===== src/rtl/icache_bus_responder_pkg.sv =====
// Shared types for the icache refill bus responder: burst request/response
// records, the sequencer state encoding and the bus word size.
package icache_bus_responder_pkg;

    localparam int WORD_BYTES = 4;
    localparam int WORD_SHIFT = $clog2(WORD_BYTES);

    localparam int BUS_ADDR_W = 32;
    localparam int BUS_DATA_W = 32;
    localparam int BUS_LEN_W  = 4;

    typedef struct packed {
        logic [BUS_ADDR_W-1:0] addr;
        logic [BUS_LEN_W-1:0]  len;
        logic                  wrap;
    } burst_req_t;

    typedef struct packed {
        logic [BUS_DATA_W-1:0] data;
        logic                  last;
    } burst_resp_t;

    typedef enum logic [1:0] {
        ST_IDLE  = 2'd0,
        ST_BURST = 2'd1,
        ST_DRAIN = 2'd2
    } bus_state_e;

endpackage


===== src/rtl/icache_bus_responder_skid_fifo2.sv =====
// Two-entry FIFO used as the response skid buffer; head is visible on dout
// whenever empty is low.
module skid_fifo2
    import icache_bus_responder_pkg::*;
#(
    parameter int W = 32
) (
    input  logic         clk,
    input  logic         rst,
    input  logic         push,
    input  logic [W-1:0] din,
    input  logic         pop,
    output logic [W-1:0] dout,
    output logic         full,
    output logic         empty
);

    logic [1:0][W-1:0] slot;
    logic              wr_ptr;
    logic              rd_ptr;
    logic [1:0]        cnt;

    always_ff @(posedge clk) begin
        if (rst) begin
            slot   <= '0;
            wr_ptr <= 1'b0;
            rd_ptr <= 1'b0;
            cnt    <= 2'd0;
        end else begin
            if (push) begin
                slot[wr_ptr] <= din;
                wr_ptr       <= ~wr_ptr;
            end
            if (pop)
                rd_ptr <= ~rd_ptr;
            case ({push, pop})
                2'b10:   cnt <= cnt + 2'd1;
                2'b01:   cnt <= cnt - 2'd1;
                default: cnt <= cnt;
            endcase
        end
    end

    assign dout  = slot[rd_ptr];
    assign full  = (cnt == 2'd2);
    assign empty = (cnt == 2'd0);

endmodule


===== src/rtl/icache_bus_responder.sv =====
// Icache refill bus responder: accepts read bursts, issues word reads to a
// synchronous memory port and streams beats back through a 2-entry skid FIFO.
module icache_bus_responder
    import icache_bus_responder_pkg::*;
#(
    parameter int ADDR_WIDTH = 32,
    parameter int DATA_WIDTH = 32,
    parameter int LEN_WIDTH  = 4
) (
    input  logic                  clk,
    input  logic                  rst,
    input  logic                  req_valid_i,
    output logic                  req_ready_o,
    input  logic [ADDR_WIDTH-1:0] req_addr_i,
    input  logic [LEN_WIDTH-1:0]  req_len_i,
    input  logic                  req_wrap_i,
    output logic                  resp_valid_o,
    input  logic                  resp_ready_i,
    output logic [DATA_WIDTH-1:0] resp_data_o,
    output logic                  resp_last_o,
    output logic                  mem_en_o,
    output logic [ADDR_WIDTH-1:0] mem_addr_o,
    input  logic [DATA_WIDTH-1:0] mem_rdata_i,
    output logic                  bus_busy_o
);

    localparam int WORD_AW = ADDR_WIDTH - WORD_SHIFT;
    localparam int LW1     = LEN_WIDTH + 1;

    // Wrapping bursts of a power-of-two length rotate the low word bits inside
    // the aligned block; every other case is a plain word increment.
    function automatic logic [ADDR_WIDTH-1:0] beat_addr(
        input logic [WORD_AW-1:0]   start,
        input logic [LEN_WIDTH-1:0] len,
        input logic                 wrap,
        input logic [LW1-1:0]       idx
    );
        logic [WORD_AW-1:0] mask;
        logic [WORD_AW-1:0] inc;
        logic [WORD_AW-1:0] word;
        logic [LW1-1:0]     beats;
        mask  = WORD_AW'(len);
        inc   = start + WORD_AW'(idx);
        beats = LW1'(len) + LW1'(1);
        if (wrap && ((beats & LW1'(len)) == '0))
            word = (start & ~mask) | (inc & mask);
        else
            word = inc;
        return {word, {WORD_SHIFT{1'b0}}};
    endfunction

    bus_state_e           state;
    burst_req_t           req_q;
    logic [LW1-1:0]       issue_cnt;
    logic [LEN_WIDTH-1:0] resp_cnt;
    logic                 rd_vld;

    logic                  fifo_push;
    logic                  fifo_pop;
    logic                  fifo_full;
    logic                  fifo_empty;
    logic [DATA_WIDTH-1:0] fifo_dout;
    logic [1:0]            fifo_cnt;
    logic [2:0]            occ_after;
    logic                  can_issue;
    logic                  resp_hs;
    logic [LW1-1:0]        len_plus1;
    burst_resp_t           resp;
    logic                  unused_addr_lsb;

    // Read data bypasses the FIFO when it is empty and the beat is taken at once.
    assign resp_valid_o = !fifo_empty || rd_vld;
    assign resp_hs      = resp_valid_o && resp_ready_i;
    assign fifo_push    = rd_vld && !(fifo_empty && resp_ready_i);
    assign fifo_pop     = !fifo_empty && resp_ready_i;
    assign fifo_cnt     = {fifo_full, !fifo_full && !fifo_empty};

    // Beats owed after this edge: buffered + returning + issued - taken now.
    assign occ_after = 3'(fifo_cnt) + 3'(rd_vld) + 3'(mem_en_o) - 3'(resp_hs);
    assign can_issue = (occ_after <= 3'd1);
    assign len_plus1 = LW1'(req_q.len) + LW1'(1);

    always_comb begin
        resp      = '0;
        resp.data = fifo_empty ? (rd_vld ? mem_rdata_i : '0) : fifo_dout;
        resp.last = resp_valid_o && (resp_cnt == req_q.len);
    end

    assign resp_data_o     = resp.data;
    assign resp_last_o     = resp.last;
    assign unused_addr_lsb = ^req_q.addr[WORD_SHIFT-1:0];

    skid_fifo2 #(.W(DATA_WIDTH)) u_skid (
        .clk   (clk),
        .rst   (rst),
        .push  (fifo_push),
        .din   (mem_rdata_i),
        .pop   (fifo_pop),
        .dout  (fifo_dout),
        .full  (fifo_full),
        .empty (fifo_empty)
    );

    always_ff @(posedge clk) begin
        if (rst) begin
            state       <= ST_IDLE;
            req_q       <= '0;
            issue_cnt   <= '0;
            resp_cnt    <= '0;
            rd_vld      <= 1'b0;
            mem_en_o    <= 1'b0;
            mem_addr_o  <= '0;
            req_ready_o <= 1'b0;
            bus_busy_o  <= 1'b0;
        end else begin
            rd_vld   <= mem_en_o;
            mem_en_o <= 1'b0;
            if (resp_hs)
                resp_cnt <= resp_cnt + LEN_WIDTH'(1);
            unique case (state)
                ST_IDLE: begin
                    req_ready_o <= 1'b1;
                    if (req_valid_i && req_ready_o) begin
                        req_q       <= '{addr: req_addr_i, len: req_len_i, wrap: req_wrap_i};
                        mem_en_o    <= 1'b1;
                        mem_addr_o  <= beat_addr(req_addr_i[ADDR_WIDTH-1:WORD_SHIFT],
                                                 req_len_i, req_wrap_i, '0);
                        issue_cnt   <= LW1'(1);
                        resp_cnt    <= '0;
                        req_ready_o <= 1'b0;
                        bus_busy_o  <= 1'b1;
                        state       <= ST_BURST;
                    end
                end
                ST_BURST: begin
                    if (issue_cnt == len_plus1) begin
                        state <= ST_DRAIN;
                    end else if (can_issue) begin
                        mem_en_o   <= 1'b1;
                        mem_addr_o <= beat_addr(req_q.addr[ADDR_WIDTH-1:WORD_SHIFT],
                                                req_q.len, req_q.wrap, issue_cnt);
                        issue_cnt  <= issue_cnt + LW1'(1);
                    end
                end
                ST_DRAIN: begin
                    if (resp_hs && (resp_cnt == req_q.len)) begin
                        state       <= ST_IDLE;
                        req_ready_o <= 1'b1;
                        bus_busy_o  <= 1'b0;
                    end
                end
                default: state <= ST_IDLE;
            endcase
        end
    end

endmodule


===== config.mk =====
export PLATFORM = sky130hd
export DESIGN_NAME = icache_bus_responder
export DESIGN_NICKNAME = d
export VERILOG_FILES = /design/src/rtl/icache_bus_responder_pkg.sv /design/src/rtl/icache_bus_responder_skid_fifo2.sv /design/src/rtl/icache_bus_responder.sv
export SDC_FILE = /design/constraint.sdc
export NUM_CORES = 1
export LEC_CHECK = 0
export CORE_MARGIN = 2
export CORE_UTILIZATION = 56
export DETAILED_ROUTE_END_ITERATION = 10
export HOLD_SLACK_MARGIN = 0.03
export PLACE_DENSITY_LB_ADDON = 0.05
export SYNTH_ARGS = -nofsm -noshare
export SYNTH_HDL_FRONTEND = slang
export SYNTH_SLANG_ARGS = --single-unit

===== constraint.sdc =====
create_clock -name clk -period 5.4 [get_ports clk]
set_input_delay 0.54 -clock clk [delete_from_list [all_inputs] [get_ports clk]]
set_output_delay 0.54 -clock clk [all_outputs]
set_load 0.01 [all_outputs]

==> impl_metrics.env <==
export IMPL_status="completed"
export IMPL_numCtsBuffers=17
export IMPL_crit_family="simple AND/OR/NAND/NOR gates"
export IMPL_start_util_pct=57.8
export IMPL_power_density_nw_per_um2=310
export IMPL_ctsLongestPathBuffers=2
export IMPL_cap_violations=0
export IMPL_finalPower_w=0.00289
export IMPL_path_cells="buf_4 > nor3_1 > nor2b_1 > ha_1 > fa_1 > inv_1 > fa_1 > xor2_1 > a2111oi_4 > buf_4 > nor2_4 > buf_12 > a311o_1 > a21oi_1"
export IMPL_overflow=0
export IMPL_yosys_warnings=0
export IMPL_period_share_pct=70.2
export IMPL_synth_mux_area_share_pct=4.49
export IMPL_globalRouteTotalUtil_pct=26.9
export IMPL_antenna_found_initial=0
export IMPL_io_pins=142
export IMPL_fin_crit_ns=3.79
export IMPL_cts_tree="yes"
export IMPL_place_congestion=0.865
export IMPL_post_place_ws_ns=1.40
export IMPL_synth_top_family_by_area="simple AND/OR/NAND/NOR gates"
export IMPL_hold_buffers=0
export IMPL_vias=6861
export IMPL_synth_cells=941
export IMPL_crit_type="register to register"
export IMPL_clk_pin_slew_ns=0.06
export IMPL_diodes=0
export IMPL_drive_gt1_share_pct=6.12
export IMPL_htreeDepth=4
export IMPL_setup_viol=0
export IMPL_grt_start_max_net_pins=92
export IMPL_leakage_nw=3.02
export IMPL_ys_types=65
export IMPL_ys_async_sr_fraction_pct=0
export IMPL_yosys_area_share_simple_pct=22.6
export IMPL_hold_slack_ns=0.453
export IMPL_num_rows=41
export IMPL_ant_nets=0
export IMPL_ctsResizeCount=0
export IMPL_synth_edf_count=0
export IMPL_grt_pass1_vias=6356
export IMPL_fin_setup_tns_ns=0
export IMPL_synthXorXnorAreaFrac_pct=4.88
export IMPL_cp_arrival_ns=4.09
export IMPL_cp_start_kind="register"
export IMPL_worstMarginPinSlew_ns=1.12
export IMPL_critPathRequiredTime_ns=5.70
export IMPL_slowest_stage="nor2_4"
export IMPL_drt_iter0_drc=574
export IMPL_worst_path_buf_inv=4
export IMPL_hp_class="register to register"
export IMPL_worst_path_max_fanout=37
export IMPL_rsz0062_at_grt="no"
export IMPL_ir_worst_vdd_uv=265
export IMPL_ys_flop_type="dfxtp_1"
export IMPL_die_x_um=119
export IMPL_avgSynthCellArea_um2=7.81
export IMPL_finalHoldViolCount=0
export IMPL_drt_pass1_iter_count=5
export IMPL_layout_nets=1122
export IMPL_syn2layout_area_growth_pct=26.7
export IMPL_core_um2=12700
export IMPL_port_buffers=137
export IMPL_clock_sinks=148
export IMPL_synth_area_um2=7350
export IMPL_synth_compound_area_share_pct=19.2
export IMPL_hpwl_um=12000
export IMPL_max_freq_mhz=264
export IMPL_postCtsSetupBuffers=0
export IMPL_fin_ws_ns=1.61
export IMPL_wl_um=18800
export IMPL_viasPerCell=5.63
export IMPL_wl_per_cell_um=15.4
export IMPL_finalClockSkew_ns=0.00742
export IMPL_dieArea_um2=14100
export IMPL_ys_seq_area_share_pct=40.3
export IMPL_ys_ff_latch=148
export IMPL_end_kind="register"
export IMPL_root_buffer="clkbuf_16"
export IMPL_drt_drc_violations_left=0
export IMPL_synthAdderAreaFrac_pct=3.03
export IMPL_dieHeight_um=119
export IMPL_drv_slew=0
export IMPL_grt_pass1_wl_um=31100
export IMPL_insertion_delay_ns=0.42
export IMPL_max_slew_margin_rel_pct=25.7
export IMPL_cpPeakStageDelay_ns=0.49
==> placed cells by master, fill, tap and decap left out, drive strengths merged, types with 4 or more instances in the layout <==
| cell type | n |
|---|---|
| o31ai | 10 |
| clkinvlp | 7 |
| ha | 13 |
| a2111oi | 4 |
| nor4 | 4 |
| a211oi | 6 |
| nor3 | 7 |
| clkbuf | 17 |
| a22oi | 4 |
| o21ai | 54 |
| nand3 | 69 |
| a21oi | 122 |
| or3 | 4 |
| clkdlybuf4s50 | 136 |
| xnor2 | 26 |
| xor2 | 15 |
| o2111ai | 7 |
| buf | 12 |
| nand4 | 11 |
| mux2i | 33 |
| a31oi | 5 |
| nand2 | 214 |
| a211o | 6 |
| and3 | 4 |
| inv | 19 |
| nor2b | 4 |
| nor2 | 45 |
| dfxtp | 148 |
==> worst paths after layout <==
check             startpoint              end  slack (ns)  depth (start not counted)
min reg2reg  u_skid.slot[51]  u_skid.slot[51]        0.45                          2
min          u_skid.slot[51]  u_skid.slot[51]        0.45                          2
max reg2reg           rd_vld   mem_addr_o[27]        1.61                         14
max                   rd_vld   mem_addr_o[27]        1.61                         14
==> worst register-to-register path, cell delays in order, from the launching register on <==
cell       delay, ns
dfxtp_1         0.30
buf_4           0.37
nor3_1          0.18
nor2b_1         0.38
ha_1            0.33
fa_1            0.39
inv_1           0.08
fa_1            0.17
xor2_1          0.23
a2111oi_4       0.07
buf_4           0.21
nor2_4          0.49
buf_12          0.26
a311o_1         0.16
a21oi_1         0.06
==> synth_stat cells (all sizes together) (5+ instances only) <==
cell type	number	area share [%]
a211o	6	0.71
a211oi	6	0.61
a21oi	122	8.4
a31oi	5	0.43
buf	20	1.5
clkbuf	55	3.0
dfxtp	148	40
ha	13	2.2
inv	17	0.87
mux2i	33	4.5
nand2	214	11
nand3	69	4.8
nand4	11	1.1
nor2	45	2.4
nor3	7	0.48
o2111ai	7	0.83
o21ai	54	3.7
o31ai	10	1.0
xnor2	26	3.1
xor2	15	1.8
==> state kept, by name (all words and copies together) (netlist names), 2 cells and up <==
register     flops
issue_cnt        5
resp_cnt         4
mem_addr_o      30
state            2
u_skid.slot     64
req_q           35
u_skid.cnt       2
==> final cells by class <==
type / count / area (µm²)
Clock buffer: 17 / 425
Clock inverter: 15 / 183
Fill cell: 1081 / 3400
Inverter: 17 / 63.8
Multi-Input combinational cell: 701 / 4000
Sequential cell: 148 / 2960
Tap cell: 172 / 215
Timing Repair Buffer: 148 / 1460
==> metal layers <==
metal,part of all wire [%],routed length (µm),vias up,GRT usage [%]
met4,1.3,237,0,7.51
met1,47,8850,3212,37.2
met3,6.1,1150,18,6.85
met5,0,0,-,0
li1,-,-,3442,-
met2,46,8580,189,41.5
==> per-stage QoR <==
stage	area [µm²]	util, %	cells
floorplan	7360	-	942
detailed placement	8710	68.5	1186
global placement	8710	68.5	1186
CTS	9320	73.2	1218
global route	9320	73.2	1218
finish	9320	73.2	1218
==> cells by family (layout without fill, tap and decap cells) <==
group,after synthesis,count (layout)
AND/OR/NAND/NOR,373,373
AO/OA/AOI/OAI,236,236
flip-flops,148,148
buffers and inverters,93,197
XOR/XNOR,41,41
multiplexers,33,33
adder cells (fa/ha/maj),16,16
other,1,2
==> power by group <==
| group | total (W) | internal [W] | switching [W] |
|---|---|---|---|
| logic | 0.000469 | 0.000218 | 0.000251 |
| clock network | 0.00121 | 0.000728 | 0.000478 |
| registers | 0.00121 | 0.00115 | 0.0000631 |
Power figures use the tool's default switching activity.
